--- config.mk ---
export PLATFORM = sky130hd
export DESIGN_NAME = db_req_gen
export DESIGN_NICKNAME = d
export VERILOG_FILES = /design/src/rtl/db_pkg.sv /design/src/rtl/db_key_hash.sv /design/src/rtl/db_req_gen.sv
export SDC_FILE = /design/constraint.sdc
export NUM_CORES = 1
export LEC_CHECK = 0
export CORE_ASPECT_RATIO = 1.25
export CORE_MARGIN = 2
export CORE_UTILIZATION = 45
export DETAILED_ROUTE_END_ITERATION = 7
export PLACE_DENSITY = 0.88
export SLEW_MARGIN = 20
export SYNTH_ARGS = -nofsm -noshare
export SYNTH_HDL_FRONTEND = slang
export SYNTH_HIERARCHICAL = 1
export SYNTH_SLANG_ARGS = --single-unit
export TNS_END_PERCENT = 10
--- constraint.sdc ---
create_clock -name clk -period 3.4 [get_ports clk]
set_clock_uncertainty 0.05 [all_clocks]
set_input_delay 0.68 -clock clk [delete_from_list [all_inputs] [get_ports clk]]
set_output_delay 0.68 -clock clk [all_outputs]
set_load 0.01 [all_outputs]
--- src/rtl/db_pkg.sv ---
// Shared definitions for the key/value database request path: op encodings,
// target flow states, default widths and the request-generator FSM states.
package db_pkg;

    localparam int unsigned DEF_KEY_SIZE  = 96;
    localparam int unsigned DEF_VAL_SIZE  = 32;
    localparam int unsigned DEF_HASH_SIZE = 32;
    localparam int unsigned OP_W          = 4;
    localparam int unsigned FLAG_W        = 4;
    localparam int unsigned SLICE_W       = 32;

    localparam logic SET_REQ = 1'b1;
    localparam logic GET_REQ = 1'b0;

    typedef enum logic [1:0] {
        TGT_IDLE    = 2'd0,
        TGT_SUSPECT = 2'd1,
        TGT_ARREST  = 2'd2,
        TGT_EXPIRE  = 2'd3
    } tgt_state_e;

    // Op field as carried on pkt_op / db_in_op
    typedef struct packed {
        logic       rsvd;
        tgt_state_e tgt;
        logic       set;
    } db_op_t;

    typedef enum logic [2:0] {
        ST_IDLE  = 3'd0,
        ST_HASH  = 3'd1,
        ST_ISSUE = 3'd2,
        ST_WAIT  = 3'd3,
        ST_RESP  = 3'd4
    } fsm_state_e;

endpackage

--- src/rtl/db_key_hash.sv ---
// Folds a flow key into a hash by XOR-ing all of its 32-bit slices.
module db_key_hash
    import db_pkg::*;
#(
    parameter int unsigned KEY_SIZE  = DEF_KEY_SIZE,
    parameter int unsigned HASH_SIZE = DEF_HASH_SIZE
) (
    input  logic [KEY_SIZE-1:0]  key_i,
    output logic [HASH_SIZE-1:0] hash_o
);

    localparam int unsigned SLICES = KEY_SIZE / SLICE_W;

    logic [SLICE_W-1:0] fold_c;

    always_comb begin
        fold_c = '0;
        for (int unsigned i = 0; i < SLICES; i++) begin
            fold_c = fold_c ^ key_i[i*SLICE_W +: SLICE_W];
        end
    end

    assign hash_o = HASH_SIZE'(fold_c);

endmodule

--- src/rtl/db_req_gen.sv ---
// Request initiator for db_cont: accepts a lookup/update, issues a one-cycle
// request with a folded hash, collects the flag response in a fixed window.
module db_req_gen
    import db_pkg::*;
#(
    parameter int unsigned HASH_SIZE   = DEF_HASH_SIZE,
    parameter int unsigned KEY_SIZE    = DEF_KEY_SIZE,
    parameter int unsigned VAL_SIZE    = DEF_VAL_SIZE,
    parameter int unsigned WAIT_CYCLES = 4,
    parameter int unsigned CNT_WIDTH   = 32
) (
    input  logic                 clk,
    input  logic                 rst,
    input  logic                 pkt_valid,
    output logic                 pkt_ready,
    input  logic [OP_W-1:0]      pkt_op,
    input  logic [KEY_SIZE-1:0]  pkt_key,
    input  logic [VAL_SIZE-1:0]  pkt_value,
    output logic                 db_in_valid,
    output logic [OP_W-1:0]      db_in_op,
    output logic [HASH_SIZE-1:0] db_in_hash,
    output logic [KEY_SIZE-1:0]  db_in_key,
    output logic [VAL_SIZE-1:0]  db_in_value,
    input  logic                 db_out_valid,
    input  logic [FLAG_W-1:0]    db_out_flag,
    output logic                 rsp_valid,
    input  logic                 rsp_ready,
    output logic                 rsp_hit,
    output logic [FLAG_W-1:0]    rsp_flag,
    output logic [OP_W-1:0]      rsp_op,
    output logic [CNT_WIDTH-1:0] req_cnt,
    output logic [CNT_WIDTH-1:0] hit_cnt,
    output logic [CNT_WIDTH-1:0] stray_cnt
);

    localparam int unsigned WCNT_W = 4;

    fsm_state_e           state_q, state_d;
    logic                 pkt_ready_q, pkt_ready_d;
    db_op_t               op_q, op_d;
    logic [KEY_SIZE-1:0]  key_q, key_d;
    logic [VAL_SIZE-1:0]  value_q, value_d;
    logic [HASH_SIZE-1:0] hash_q, hash_d;
    logic                 db_in_valid_q, db_in_valid_d;
    logic [WCNT_W-1:0]    wcnt_q, wcnt_d;
    logic                 hit_q, hit_d;
    logic [FLAG_W-1:0]    flag_q, flag_d;
    logic                 rsp_valid_q, rsp_valid_d;
    logic [CNT_WIDTH-1:0] req_cnt_q, req_cnt_d;
    logic [CNT_WIDTH-1:0] hit_cnt_q, hit_cnt_d;
    logic [CNT_WIDTH-1:0] stray_cnt_q, stray_cnt_d;
    logic [HASH_SIZE-1:0] hash_c;

    db_key_hash #(
        .KEY_SIZE  (KEY_SIZE),
        .HASH_SIZE (HASH_SIZE)
    ) u_key_hash (
        .key_i  (key_q),
        .hash_o (hash_c)
    );

    // Next-state and next-output logic
    always_comb begin
        state_d       = state_q;
        pkt_ready_d   = pkt_ready_q;
        op_d          = op_q;
        key_d         = key_q;
        value_d       = value_q;
        hash_d        = hash_q;
        db_in_valid_d = 1'b0;
        wcnt_d        = wcnt_q;
        hit_d         = hit_q;
        flag_d        = flag_q;
        rsp_valid_d   = rsp_valid_q;
        req_cnt_d     = req_cnt_q;
        hit_cnt_d     = hit_cnt_q;
        stray_cnt_d   = stray_cnt_q;

        // Responses outside the WAIT window are only counted
        if (db_out_valid && (state_q != ST_WAIT) && !(&stray_cnt_q)) begin
            stray_cnt_d = stray_cnt_q + CNT_WIDTH'(1);
        end

        case (state_q)
            ST_IDLE: begin
                if (pkt_valid && pkt_ready_q) begin
                    op_d        = db_op_t'(pkt_op);
                    key_d       = pkt_key;
                    value_d     = pkt_value;
                    pkt_ready_d = 1'b0;
                    state_d     = ST_HASH;
                end
            end
            ST_HASH: begin
                hash_d        = hash_c;
                db_in_valid_d = 1'b1;
                state_d       = ST_ISSUE;
            end
            ST_ISSUE: begin
                if (!(&req_cnt_q)) begin
                    req_cnt_d = req_cnt_q + CNT_WIDTH'(1);
                end
                wcnt_d  = WCNT_W'(WAIT_CYCLES);
                state_d = ST_WAIT;
            end
            ST_WAIT: begin
                wcnt_d = wcnt_q - WCNT_W'(1);
                if (db_out_valid && !hit_q) begin
                    hit_d  = 1'b1;
                    flag_d = db_out_flag;
                end
                if (wcnt_q == WCNT_W'(1)) begin
                    rsp_valid_d = 1'b1;
                    state_d     = ST_RESP;
                end
            end
            ST_RESP: begin
                if (rsp_ready) begin
                    if (hit_q && !(&hit_cnt_q)) begin
                        hit_cnt_d = hit_cnt_q + CNT_WIDTH'(1);
                    end
                    hit_d       = 1'b0;
                    flag_d      = '0;
                    rsp_valid_d = 1'b0;
                    pkt_ready_d = 1'b1;
                    state_d     = ST_IDLE;
                end
            end
            default: begin
                state_d     = ST_IDLE;
                pkt_ready_d = 1'b1;
                rsp_valid_d = 1'b0;
            end
        endcase
    end

    // State and output registers
    always_ff @(posedge clk) begin
        if (rst) begin
            state_q       <= ST_IDLE;
            pkt_ready_q   <= 1'b1;
            op_q          <= '0;
            key_q         <= '0;
            value_q       <= '0;
            hash_q        <= '0;
            db_in_valid_q <= 1'b0;
            wcnt_q        <= '0;
            hit_q         <= 1'b0;
            flag_q        <= '0;
            rsp_valid_q   <= 1'b0;
            req_cnt_q     <= '0;
            hit_cnt_q     <= '0;
            stray_cnt_q   <= '0;
        end else begin
            state_q       <= state_d;
            pkt_ready_q   <= pkt_ready_d;
            op_q          <= op_d;
            key_q         <= key_d;
            value_q       <= value_d;
            hash_q        <= hash_d;
            db_in_valid_q <= db_in_valid_d;
            wcnt_q        <= wcnt_d;
            hit_q         <= hit_d;
            flag_q        <= flag_d;
            rsp_valid_q   <= rsp_valid_d;
            req_cnt_q     <= req_cnt_d;
            hit_cnt_q     <= hit_cnt_d;
            stray_cnt_q   <= stray_cnt_d;
        end
    end

    assign pkt_ready   = pkt_ready_q;
    assign db_in_valid = db_in_valid_q;
    assign db_in_op    = op_q;
    assign db_in_hash  = hash_q;
    assign db_in_key   = key_q;
    assign db_in_value = value_q;
    assign rsp_valid   = rsp_valid_q;
    assign rsp_hit     = hit_q;
    assign rsp_flag    = flag_q;
    assign rsp_op      = op_q;
    assign req_cnt     = req_cnt_q;
    assign hit_cnt     = hit_cnt_q;
    assign stray_cnt   = stray_cnt_q;

endmodule

==> impl_metrics.ini <==
[status]
outcome = completed

[synth]
avgSynthCellArea_sq_um = 8.31
synth_commonest_cells = nand2_1, dfxtp_1, a21oi_1
synth_top_cell_by_area = dfxtp_1
yosysWarnings = 6
yosysTopAreaCellShare_pct = 46.1
synth_nets = 1583
synth-async-reset-ratio_pct = 0
synth_top_flop_cell = dfxtp_1
ys_seq_area_share_pct = 46.1
synth.most_common_cell = nand2_1
synthTopCellsByArea = dfxtp_1, nand2_1, a21oi_1, xor3_1, clkbuf_1
syn_area_sq_um = 11900
synth_seq_cells = 275
synthCells = 1437
synth-edff-count = 0
ys_types = 54

[global_routing]
antenna_found_initial = 14
grt_pass1_wl_mm = 60.4
grt_pass1_vias = 11300
gr-usage-all-layers_pct = 27.1
grt_remaining_overflow = 0
grt_max_degree = 118

[die]
core-area_sq_um = 26100
start_util_pct = 45.7
pin_count = 413
rows = 66
fp.dieW_um = 150
die_h_um = 186
die_area_sq_um = 27900

[finish]
drive_gt1_share_pct = 4.30
area_delta_synth_final_pct = 43.9
stdcell_area_sq_um = 17200
nNetsFinal = 1940
fin_util_pct = 65.8
fin_cells = 2165

[critical_path]
regToRegEndpoint = req_cnt[19]$_SDFFE_PP0P_
worstSetupStartpointType = register
r2r_slack_ns = 0.61
critPathArrivalTime_ns = 3.19
critPathLaunch = req_cnt[17]$_SDFFE_PP0P_
critPathKind = register to register
ff2ff_path_depth = 5
cp_max_fo = 16
cp-end-kind = register
required_ns = 3.80
worstReg2RegStart = req_cnt[17]$_SDFFE_PP0P_

[placement]
dp_slack_ns = 0.514
place.detailed.hpwl_mm = 28.6
gp_congestion = 0.893
place_area_sq_um = 16300
dp.cells = 2104
io_buffers = 412

[clock_network]
cts_buffers = 28
insertion_delay_ns = 0.54
post_cts_resized = 0
ctsHoldBuffers = 0
cts-root-buf = clkbuf_16
clockBufferDepth = 3
cts_tree = done
clk_pin_slew_worst_paths_ns = 0.06
postCtsSetupBuffers = 0
htree_levels = 1
clkSinkCount = 275

[routing]
viasPerCell = 5.62
drc = 0
routed_wl_mm = 40.5
dr_total_vias = 12200
wire_per_inst_um = 18.7
dr.pass1.iters = 5
first_iter_violations = 810
antenna_left = 0

[timing]
fmax_mhz = 358
timing.final.ws_setup_ns = 0.609
relSlewSlack_pct = 31.2
setup_violations = 0
drv_slew = 0
period_share_pct = 82.1
hold_viol = 0
grt_setup_unrepaired = false
finalSetupTns_ns = 0
fin_crit_ns = 2.79
worst_slew_pin_slew_ns = 1.03

[power]
p_leak_uw = 0.00580
ir_drop_mv = 0.337
power_density_nw_per_um2 = 447

[flow_run]
max-cap-violations = 0

[min_path]
hp-start = db_in_hash[3]$_SDFFE_PP0N_
whs_endpoint = db_in_hash[3]$_SDFFE_PP0N_
worstHoldPathCells = 2
worstHoldPathType = register to register
critical path, stage by stage (launching register included):
cell and delay, ns:
dfxtp_1 0.44, nand4_1 0.26, or4_1 0.73, o311ai_2 0.84
o21ai_0 0.21, a21oi_1 0.17
how the worst max path moves through the flow:
stage                                     to  cells past startpoint
finish              req_cnt[19]$_SDFFE_PP0P_                      5
floorplan           req_cnt[29]$_SDFFE_PP0P_                      7
global placement    hit_cnt[25]$_SDFFE_PP0P_                      4
global route        req_cnt[23]$_SDFFE_PP0P_                      5
CTS                 req_cnt[19]$_SDFFE_PP0P_                      5
detailed placement  hit_cnt[25]$_SDFFE_PP0P_                      4
registers in the layout, summed over array words and instances, names as in the netlist:
| register | count |
|---|---|
| db_in_hash | 32 |
| db_in_key | 96 |
| db_in_op | 4 |
| db_in_valid | 1 |
| db_in_value | 32 |
| hit_cnt | 32 |
| pkt_ready | 1 |
| req_cnt | 32 |
| rsp_flag | 4 |
| rsp_hit | 1 |
| rsp_valid | 1 |
| state_q | 3 |
| stray_cnt | 32 |
| wcnt_q | 4 |
per-stage QoR:
step / power, uW / hold slack [ns]
6_report: 7680 / 0.404
5_1_grt: 7950 / 0.424
4_1_cts: 7730 / 0.405
3_5_place_dp: 4780 / 0.396
3_3_place_gp: 4740 / 0.391
2_1_floorplan: 4130 / 0.391
layout make-up:
type	count	area, sq um
flip-flops and latches	275	5510
fillers	2046	8910
repair buffers	423	4290
multi-input cells	1051	6010
well taps	340	425
inverters	15	56.3
diodes	11	27.5
clock inverters	6	55.1
clock buffers	44	812
where the power goes:
group	internal [uW]	leakage, uW	switching (uW)
registers	3380	0.00223	132
clock network	1700	0.000427	1260
logic	654	0.00314	556
total	5730	0.00580	1950
layer usage:
layer / vias up / GRT usage [%] / share of wire (%)
li1: 5749 / - / -
met1: 5730 / 28.9 / 36
met2: 532 / 47.1 / 49
met3: 141 / 9.39 / 9.8
met4: 6 / 14.1 / 5.5
met5: - / 0 / 0.10
logic make-up after synthesis:
family,synth area share [%]
AO/OA/AOI/OAI,15.6
flip-flops,46.1
XOR/XNOR,7.18
multiplexers,1.11
buffers and inverters,3.69
AND/OR/NAND/NOR,25.7
adder cells (fa/ha/maj),0.524
cell usage in the layout (no fill, tap or decap), types with 3 or more instances in the layout:
cell type and count:
a211oi_1 6, a21oi_1 241, a22oi_1 4, a31oi_1 4
and2_1 3, and3_1 9, and4_1 11, buf_12 6
buf_4 5, clkbuf_1 12, clkbuf_16 29, clkbuf_8 4
clkdlybuf4s50_1 411, clkinv_2 5, dfxtp_1 275, diode_2 11
ha_1 5, inv_1 15, mux2_2 10, nand2_1 381
nand2b_1 3, nand3_1 36, nand3b_1 3, nand4_1 25
nor2_1 47, nor2b_1 9, nor3_1 17, nor4_1 12
o21ai_0 32, o31ai_1 36, or3_1 38, or3b_2 4
or4_1 39, xnor2_1 6, xor2_1 5, xor3_1 32
Power figures use the tool's default switching activity.
